File: src/rtl/avalon_bus_arbiter.sv
// Two-host Avalon-MM arbiter in front of one shared memory device.
// Round-robin grant with a stability lock, plus a tag FIFO that routes read responses.

package avalon_pkg;
  typedef struct packed {
    logic        read;
    logic        write;
    logic [31:0] address;
    logic [31:0] writedata;
    logic [3:0]  byte_enable;
  } avalon_req_t;

  typedef struct packed {
    logic [31:0] readdata;
    logic        readdatavalid;
    logic        waitrequest;
  } avalon_resp_t;
endpackage

module avalon_bus_arbiter
  import avalon_pkg::*;
#(
  parameter int unsigned OUTSTANDING = 4
) (
  input  logic         clk,
  input  logic         rst,
  input  avalon_req_t  h0_avalon_req,
  output avalon_resp_t h0_avalon_resp,
  input  avalon_req_t  h1_avalon_req,
  output avalon_resp_t h1_avalon_resp,
  output avalon_req_t  dev_avalon_req,
  input  avalon_resp_t dev_avalon_resp,
  output logic [3:0]   pending_count,
  output logic         rsp_error
);

  localparam logic [3:0] MaxCnt  = 4'(OUTSTANDING);
  localparam logic [2:0] LastPtr = 3'(OUTSTANDING - 1);

  logic       lock_q, lock_d;
  logic       owner_q, owner_d;
  logic       last_q, last_d;
  logic [3:0] count_q, count_d;
  logic [2:0] wr_ptr_q, wr_ptr_d;
  logic [2:0] rd_ptr_q, rd_ptr_d;
  logic [7:0] tags_q, tags_d;
  logic       err_q, err_d;

  logic        h0_rq, h1_rq, any_rq, grant, blocked, dev_cmd, accept, push, pop, head;
  avalon_req_t sel_req;

  always_comb begin
    h0_rq  = h0_avalon_req.read | h0_avalon_req.write;
    h1_rq  = h1_avalon_req.read | h1_avalon_req.write;
    any_rq = lock_q | h0_rq | h1_rq;

    if (lock_q) begin
      grant = owner_q;
    end else if (h0_rq && h1_rq) begin
      grant = ~last_q;
    end else begin
      grant = h1_rq;
    end

    sel_req = grant ? h1_avalon_req : h0_avalon_req;
    // A full tag FIFO stalls the read even if a pop lands this same cycle.
    blocked = sel_req.read && (count_q == MaxCnt);

    dev_avalon_req = sel_req;
    if (!any_rq || blocked || !rst) begin
      dev_avalon_req.read  = 1'b0;
      dev_avalon_req.write = 1'b0;
    end

    dev_cmd = dev_avalon_req.read | dev_avalon_req.write;
    accept  = dev_cmd & ~dev_avalon_resp.waitrequest;
    push    = accept & dev_avalon_req.read;
    pop     = dev_avalon_resp.readdatavalid && (count_q != 4'd0);
    head    = tags_q[rd_ptr_q];

    h0_avalon_resp.readdata      = dev_avalon_resp.readdata;
    h1_avalon_resp.readdata      = dev_avalon_resp.readdata;
    h0_avalon_resp.readdatavalid = rst & pop & ~head;
    h1_avalon_resp.readdatavalid = rst & pop & head;
    h0_avalon_resp.waitrequest   = 1'b1;
    h1_avalon_resp.waitrequest   = 1'b1;
    if (rst && any_rq) begin
      if (grant) h1_avalon_resp.waitrequest = blocked | dev_avalon_resp.waitrequest;
      else       h0_avalon_resp.waitrequest = blocked | dev_avalon_resp.waitrequest;
    end

    // Hold the grant while the device stalls a presented command.
    lock_d  = dev_cmd & dev_avalon_resp.waitrequest;
    owner_d = grant;
    last_d  = accept ? grant : last_q;

    tags_d   = tags_q;
    wr_ptr_d = wr_ptr_q;
    rd_ptr_d = rd_ptr_q;
    if (push) begin
      tags_d[wr_ptr_q] = grant;
      wr_ptr_d = (wr_ptr_q == LastPtr) ? 3'd0 : wr_ptr_q + 3'd1;
    end
    if (pop) begin
      rd_ptr_d = (rd_ptr_q == LastPtr) ? 3'd0 : rd_ptr_q + 3'd1;
    end
    count_d = count_q + {3'b000, push} - {3'b000, pop};
    err_d   = err_q | (dev_avalon_resp.readdatavalid && (count_q == 4'd0));
  end

  always_ff @(posedge clk or negedge rst) begin
    if (!rst) begin
      lock_q   <= 1'b0;
      owner_q  <= 1'b0;
      last_q   <= 1'b1;
      count_q  <= 4'd0;
      wr_ptr_q <= 3'd0;
      rd_ptr_q <= 3'd0;
      tags_q   <= 8'd0;
      err_q    <= 1'b0;
    end else begin
      lock_q   <= lock_d;
      owner_q  <= owner_d;
      last_q   <= last_d;
      count_q  <= count_d;
      wr_ptr_q <= wr_ptr_d;
      rd_ptr_q <= rd_ptr_d;
      tags_q   <= tags_d;
      err_q    <= err_d;
    end
  end

  assign pending_count = count_q;
  assign rsp_error     = err_q;

endmodule

File: config.mk
export PLATFORM = sky130hd
export DESIGN_NAME = avalon_bus_arbiter
export DESIGN_NICKNAME = d
export VERILOG_FILES = /design/src/rtl/avalon_bus_arbiter.sv
export SDC_FILE = /design/constraint.sdc
export NUM_CORES = 1
export LEC_CHECK = 0
export BUFFER_PORTS_ARGS = -buffer_cell sky130_fd_sc_hd__buf_2
export CAP_MARGIN = 20
export CORE_AREA = 5 5 120 122
export CTS_BUF_LIST = sky130_fd_sc_hd__clkbuf_4
export DETAILED_ROUTE_END_ITERATION = 10
export DIE_AREA = 0 0 125 127
export SLEW_MARGIN = 20
export SYNTH_ARGS = -nofsm -noshare
export SYNTH_HDL_FRONTEND = slang
export SYNTH_SLANG_ARGS = --single-unit
File: constraint.sdc
create_clock -name clk -period 3.09 [get_ports clk]
set_clock_uncertainty 0.2 [all_clocks]
set_input_delay 0.1545 -clock clk [delete_from_list [all_inputs] [get_ports clk]]
set_output_delay 0.1545 -clock clk [all_outputs]
set_load 0.03 [all_outputs]
==> out/qor.yml, run 1 <==
instances_no_fill: 594
die_y_um: 127
drt_iter0_drc: 69
pre_cts_ws_ns: 0.3569
synth_adder_area_share_pct: 4.678
num_vias: 2452
synth_top_cell_area_share_pct: 32.46
ant_nets: 0
ys.flop_type: "dfrtp_1"
drv_cap: 0
die_area_mm2: 0.01588
fin_crit_sh_pct: 88.68
grt_pass1_wl_um: 16350
cts_tree: "built"
globalplace.congestion: 0.9311
grt_overflow: 0
powerDensity_mw_per_mm2: 722.6
dp_hpwl_um: 10820
post_drt_wl_per_cell_um: 20.08
p_switching_mw: 1.296
core_area_mm2: 0.01309
crit_top_cell: "inv_1"
fin_nets: 604
required_ns: 3.12
io_buffers: 222
seq_power_share_pct: 21.5
mostFrequentLayoutCells: "222 x buf_2, 74 x mux2_2, 21 x dfrtp_1"
relSlewSlack_pct: 64.83
clk_latency_ns: 0.33
setup_viol: 0
worst_pin_slew_ns: 0.5264
cp_slowest_cell: "dfstp_2"
hold_ws_ns: 0.08313
cts_max_level: 1
netlist_instances: 256
grt_max_degree: 42
io_pins: 319
cts_resized: 0
placedCellCount: 587
antenna_found_initial: 0
p_leak_nw: 1.787
cp.buffers_inverters: 3
std_cell_rows: 42
insertedDiodeCount: 0
crit_start: "last_q"
fin_crit_ns: 2.740
clk_pin_slew_ns: 0.14
hold_path.class: "input pin to register"
clock-root-buffer: "clkbuf_4"
maxSlewViolCount: 0
critPathArrivalTime_ns: 2.77
p_comb_share_pct: 72.8
start_util_pct: 19.62
power_frac_clock_pct: 5.7
status: "finished, final reports clean"
synth_edf_count: 0
multi_input_area_mm2: 0.001459
rsz0062_at_grt: "false"
rr_startpoint: "last_q"
fin_setup_tns_ns: 0
synth_top_family_by_area: "multiplexers"
ir_worst_vdd_mv: 0.3407
drive_above_1_share_pct: 75.36
die_w_um: 125
synthArstFlopShare_pct: 100.0
syn_nets: 441
gr-usage-all-layers_pct: 13.56
critPathTopFamily: "adder cells"
synth_compound_area_share_pct: 6.384
max_freq_ghz: 0.3649
clock_sinks: 22
crit_chain: "o21a_1 -> o21ai_2 -> a211oi_4 -> and2_4 -> inv_1 -> ha_1 -> inv_1 -> ha_1 -> inv_1 -> fa_1 -> xnor2_1"
avgSynthCellArea_um2: 10.03
drcViolationCount: 0
p_int_mw: 1.222
setup_ws_ns: 0.3499
yosys.area_share.simple_pct: 6.481
syn_to_final_growth_pct: 35.72
crit_fanout: 4
netSwitchingFraction_pct: 51.46
fill_cells: 1406
wl_um: 11930
ys_types: 40
clockBufferDepth: 2
synth-xor-area-share_pct: 0.6823
synth_top_area_cell: "mux2_2"
cts_hold_buf: 3
final_common_cell: "buf_2"
synth_mux_area_share_pct: 38.16
worstHoldStart: "h1_avalon_req[68]"
synthTopCellsByArea: "mux2_2 32%, dfrtp_1 20%, buf_4 19%"
synth_seq_cells: 22
register_area_um2: 551.8
post-cts-setup-buffers: 0
start_kind: "register"
slowest_delay_ns: 0.56
critical_path_class: "register to register"
yosys_warnings: 0
drt_pass1_iterations: 4
cts_made_buffers: 3
netlist_area_mm2: 0.002567
ys_seq_area_share_pct: 21.49
end_kind: "register"
grt_pass1_vias: 2597
routed_via_density: 4.128
hold_viol: 0
==> synth_stat cells, types with 2 or more instances <==
library cell,number
nand4_1,2
o211ai_1,2
mux2_1,5
a21oi_1,6
inv_1,13
mux2_2,74
dfrtp_1,21
nand3_1,6
mux4_2,2
nor3b_1,3
nor2_1,10
o21ai_0,2
buf_2,7
nand2_1,4
ha_1,8
a21boi_1,2
buf_4,64
mux2i_1,3
==> cell type report <==
cell class	count	area share [%]
timing repair buffer	230	33.82
inverter	13	1.400
clock buffer	3	0.6463
sequential	22	15.83
multi-input combinational	149	41.87
tap	176	6.320
clock inverter	1	0.1077
==> cells by family after synthesis <==
kind of cell / Yosys count
buf+inv: 85
mux: 85
xor+xnor: 2
compound gates: 21
simple gates: 32
flops: 22
fa+ha+maj: 9
==> tightest hold or removal path: stages <==
cell,delay (ns)
buf_2,0.13
nor2_1,0.09
a21oi_1,0.09
nor3b_1,0.13
==> state kept, by name, indices dropped and copies added (netlist names) <==
signal,count
last_q,1
lock_q,1
owner_q,1
pending_count,4
rd_ptr_q,3
rsp_error,1
tags_q,8
wr_ptr_q,3
==> power by group through the flow <==
stage / logic, mW / clock network (mW) / registers [mW]
4_1_cts: 1.86 / 0.146 / 0.544
5_1_grt: 1.97 / 0.156 / 0.564
2_1_floorplan: 1.45 / 0 / 0.583
6_report: 1.83 / 0.143 / 0.541
3_3_place_gp: 1.82 / 0 / 0.538
3_5_place_dp: 1.85 / 0 / 0.547
==> path summary, 6_finish.rpt <==
kind / to / slack, ns / cells past startpoint
max: pending_count[2] / 0.35 / 11
min: lock_q / 0.08 / 4
max reg2reg: pending_count[2] / 0.35 / 11
min reg2reg: rsp_error / 0.28 / 1
max in group asynchronous: last_q / 2.21 / 3
min in group asynchronous: pending_count[3] / 0.20 / 3
==> metal layers <==
metal  wire [µm]  global-route usage (%)  up-vias  part of all wire, %
met5           0                       0        -                    0
met1        3303                   11.30     1124                   28
li1            -                       -     1152                    -
met4         230                   2.679        0                  1.9
met3        3212                   16.94       32                   27
met2        5179                   20.56      144                   43
==> per-stage QoR <==
| step | total power, mW | utilization [%] | area, µm² |
|---|---|---|---|
| after floorplan | 2.033 | - | 2567 |
| after global placement | 2.358 | 26.20 | 3428 |
| after detailed placement | 2.397 | 26.20 | 3428 |
| after CTS | 2.547 | 26.63 | 3485 |
| after global routing | 2.694 | 26.63 | 3485 |
| final | 2.518 | 26.63 | 3485 |
(Power assumes the default switching activity.)
==> inputs of run 2 (changes only) <==
--- a/config.mk
+++ b/config.mk
@@ -7,10 +7,10 @@
 export LEC_CHECK = 0
 export BUFFER_PORTS_ARGS = -buffer_cell sky130_fd_sc_hd__buf_2
 export CAP_MARGIN = 20
-export CORE_AREA = 5 5 120 122
-export CTS_BUF_LIST = sky130_fd_sc_hd__clkbuf_4
+export CORE_AREA = 5 5 122 124
+export CTS_BUF_LIST = sky130_fd_sc_hd__clkbuf_4 sky130_fd_sc_hd__clkbuf_8 sky130_fd_sc_hd__clkbuf_16
 export DETAILED_ROUTE_END_ITERATION = 10
-export DIE_AREA = 0 0 125 127
+export DIE_AREA = 0 0 127 129
 export SLEW_MARGIN = 20
 export SYNTH_ARGS = -nofsm -noshare
 export SYNTH_HDL_FRONTEND = slang
==> run 2 against run 1 <==
Compared with the run above: combinational power up 4%; count of clock-buffer cells in the layout grew 1; critical path depth is the same; global-route usage is 1.5 points higher; hold slack worse by 0.082 ns; sequential power hardly changed; fmax shrank 1.0%; sequential share of layout area shrank 0.31 points; largest cell class unchanged; highest routed layer is now met5.
==> out/qor.yml, run 2 (synthesized netlist as in run 1, its figures left out) <==
antenna_found_initial: 4  # +4
grt_pass1_wl_um: 17310  # +5.8%
die_w_um: 127  # +1.6%
max_freq_ghz: 0.3612  # -1.0%
core_area_mm2: 0.01367  # +4.4%
hold_path.class: "input pin to register"
status: "finished, final reports clean"
routed-wl-met2_um: 5365  # +3.6%
r2r-end: "pending_count[2]"
hold_viol: 0  # unchanged
rr_startpoint: "last_q"
ir_worst_vdd_mv: 0.3519  # +3.3%
seq_power_share_pct: 19.7  # -1.8 points
cts_made_buffers: 3  # unchanged
clock_sinks: 22  # unchanged
insertedDiodeCount: 0  # unchanged
drive_above_1_share_pct: 75.78  # +0.42 points
powerDensity_mw_per_mm2: 768.6  # +6.4%
grt_pass1_vias: 2372  # -8.7%
fin_nets: 603  # -0.17%
crit_chain: "o21a_1 -> o21ai_2 -> a211oi_4 -> and2_4 -> inv_1 -> ha_1 -> inv_1 -> ha_1 -> inv_1 -> fa_1 -> xnor2_1"
cts_tree: "built"
drt_iter0_drc: 63  # -8.7%
clockBufferDepth: 2  # unchanged
worst_pin_slew_ns: 0.4550  # -0.07139 ns
critical_path_class: "register to register"
r2r_setup_slack_ns: 0.32  # -0.03 ns
drcViolationCount: 0  # unchanged
die_area_mm2: 0.01638  # +3.2%
p_leak_nw: 1.816  # +1.6%
wl_um: 13940  # +17%
fin_setup_tns_ns: 0  # unchanged
reg2regPathDepth: 11  # unchanged
io_pins: 319  # unchanged
cp_slowest_cell: "dfstp_2"
wl_met1_um: 4662  # +41%
p_int_mw: 1.389  # +14%
die_y_um: 129  # +1.6%
fin_crit_sh_pct: 89.60  # +0.92 points
largest_reg_flops: 8  # unchanged
end_kind: "register"
relSlewSlack_pct: 69.60  # +4.8 points
power_frac_clock_pct: 10.9  # +5.2 points
crit_fanout: 4  # unchanged
dp_hpwl_um: 12770  # +18%
ant_nets: 0  # unchanged
crit_top_cell: "inv_1"
std_cell_rows: 43  # +2.4%
pre_cts_ws_ns: 0.3331  # -0.02384 ns
drt_pass1_iterations: 4  # unchanged
clk_pin_slew_ns: 0.06  # -0.08 ns
syn_to_final_growth_pct: 38.45
max_flop_register: "tags_q"
p_comb_share_pct: 69.4  # -3.4 points
setup_ws_ns: 0.3215  # -0.02837 ns
gr-usage-all-layers_pct: 15.11  # +1.5 points
critPathArrivalTime_ns: 2.71  # -0.06 ns
clk_latency_ns: 0.25  # -0.08 ns
clock-root-buffer: "clkbuf_16"
post_drt_wl_per_cell_um: 23.34  # +16%
min_path_cells: 3  # -1
setup_viol: 0  # unchanged
netSwitchingFraction_pct: 49.15  # -2.3 points
p_switching_mw: 1.343  # +3.6%
hold-path-endpoint: "lock_q"
routed_via_density: 4.129  # about the same
final_common_cell: "buf_2"
rsz0062_at_grt: "false"
num_vias: 2465  # +0.53%
cts_max_level: 1  # unchanged
grt_max_degree: 71  # +69%
start_util_pct: 18.79  # -0.83 points
required_ns: 3.03  # -0.09 ns
cts_resized: 0  # unchanged
start_kind: "register"
slowest_delay_ns: 0.53  # -0.03 ns
maxSlewViolCount: 0  # unchanged
dr_wl_met3_um: 3458  # +7.7%
globalplace.congestion: 0.8499  # -8.7%
fin_crit_ns: 2.769  # +0.02837 ns
drv_cap: 0  # unchanged
mostFrequentLayoutCells: "222 x buf_2, 74 x mux2_2, 21 x dfrtp_1"
grt_overflow: 0  # unchanged
highest-signal-layer: "met5"
io_buffers: 222  # unchanged
worstHoldStart: "dev_avalon_resp[0]"
## run 2: power by group through the flow
stage	combinational [mW]	clock, mW	sequential [mW]
2_1_floorplan	1.45	0	0.583
3_3_place_gp	1.89	0	0.541
3_5_place_dp	1.90	0	0.542
4_1_cts	1.91	0.303	0.539
5_1_grt	2.02	0.312	0.560
6_report	1.90	0.298	0.538
## run 2: cell type report
class / count / area [µm²]
Fill cell: 1489 / 10110
Multi-Input combinational cell: 149 / 1459
Timing Repair Buffer: 229 / 1181
Sequential cell: 22 / 551.8
Tap cell: 180 / 225.2
Clock buffer: 4 / 88.84
Inverter: 13 / 48.80
## run 2: metal layers
metal	GRT usage [%]	vias to the layer above
met3	16.94	51
met5	0	-
met4	5.237	2
li1	-	1154
met2	18.77	137
met1	16.26	1121
## run 2: metrics by stage
stage / utilization, % / total power [mW] / hold WS [ns] / area [µm²] / cells
detailed placement: 25.22 / 2.445 / 0.02549 / 3446 / 591
CTS: 26.01 / 2.751 / 0.002397 / 3555 / 597
global placement: 25.22 / 2.433 / 0.02228 / 3446 / 591
global route: 26.01 / 2.889 / 0.01239 / 3555 / 597
finish: 26.01 / 2.732 / 0.001333 / 3555 / 597
floorplan: - / 2.033 / -0.3411 / 2567 / 256
## run 2: repair_timing
item / 4_1_cts / 5_1_grt
setup buffers: 0 / 0
hold buffers: 2 / 0
endpoints found under the hold margin: 22 / 0
## run 2: worst max-delay path by stage
stage          slack, ns             start          endpoint  depth (start not counted)
6_report            0.32            last_q  pending_count[2]                         11
5_1_grt             0.18            last_q  pending_count[1]                         11
4_1_cts             0.31            last_q  pending_count[2]                         11
3_5_place_dp        0.33            last_q  pending_count[2]                         11
3_3_place_gp        0.37            last_q  pending_count[2]                         11
2_1_floorplan       0.01  pending_count[3]  pending_count[2]                         12
## run 2: worst max-delay path, delay by kind of cell, from the launching register on
| family | cells | cell delay [ns] |
|---|---|---|
| xor gates and xnor gates | 1 | 0.13 |
| and+or+nand+nor | 1 | 0.21 |
| AOI/OAI and AO/OA | 3 | 0.61 |
| adders and majority gates | 3 | 0.81 |
| DFF | 1 | 0.53 |
| buffers and inverters | 3 | 0.15 |
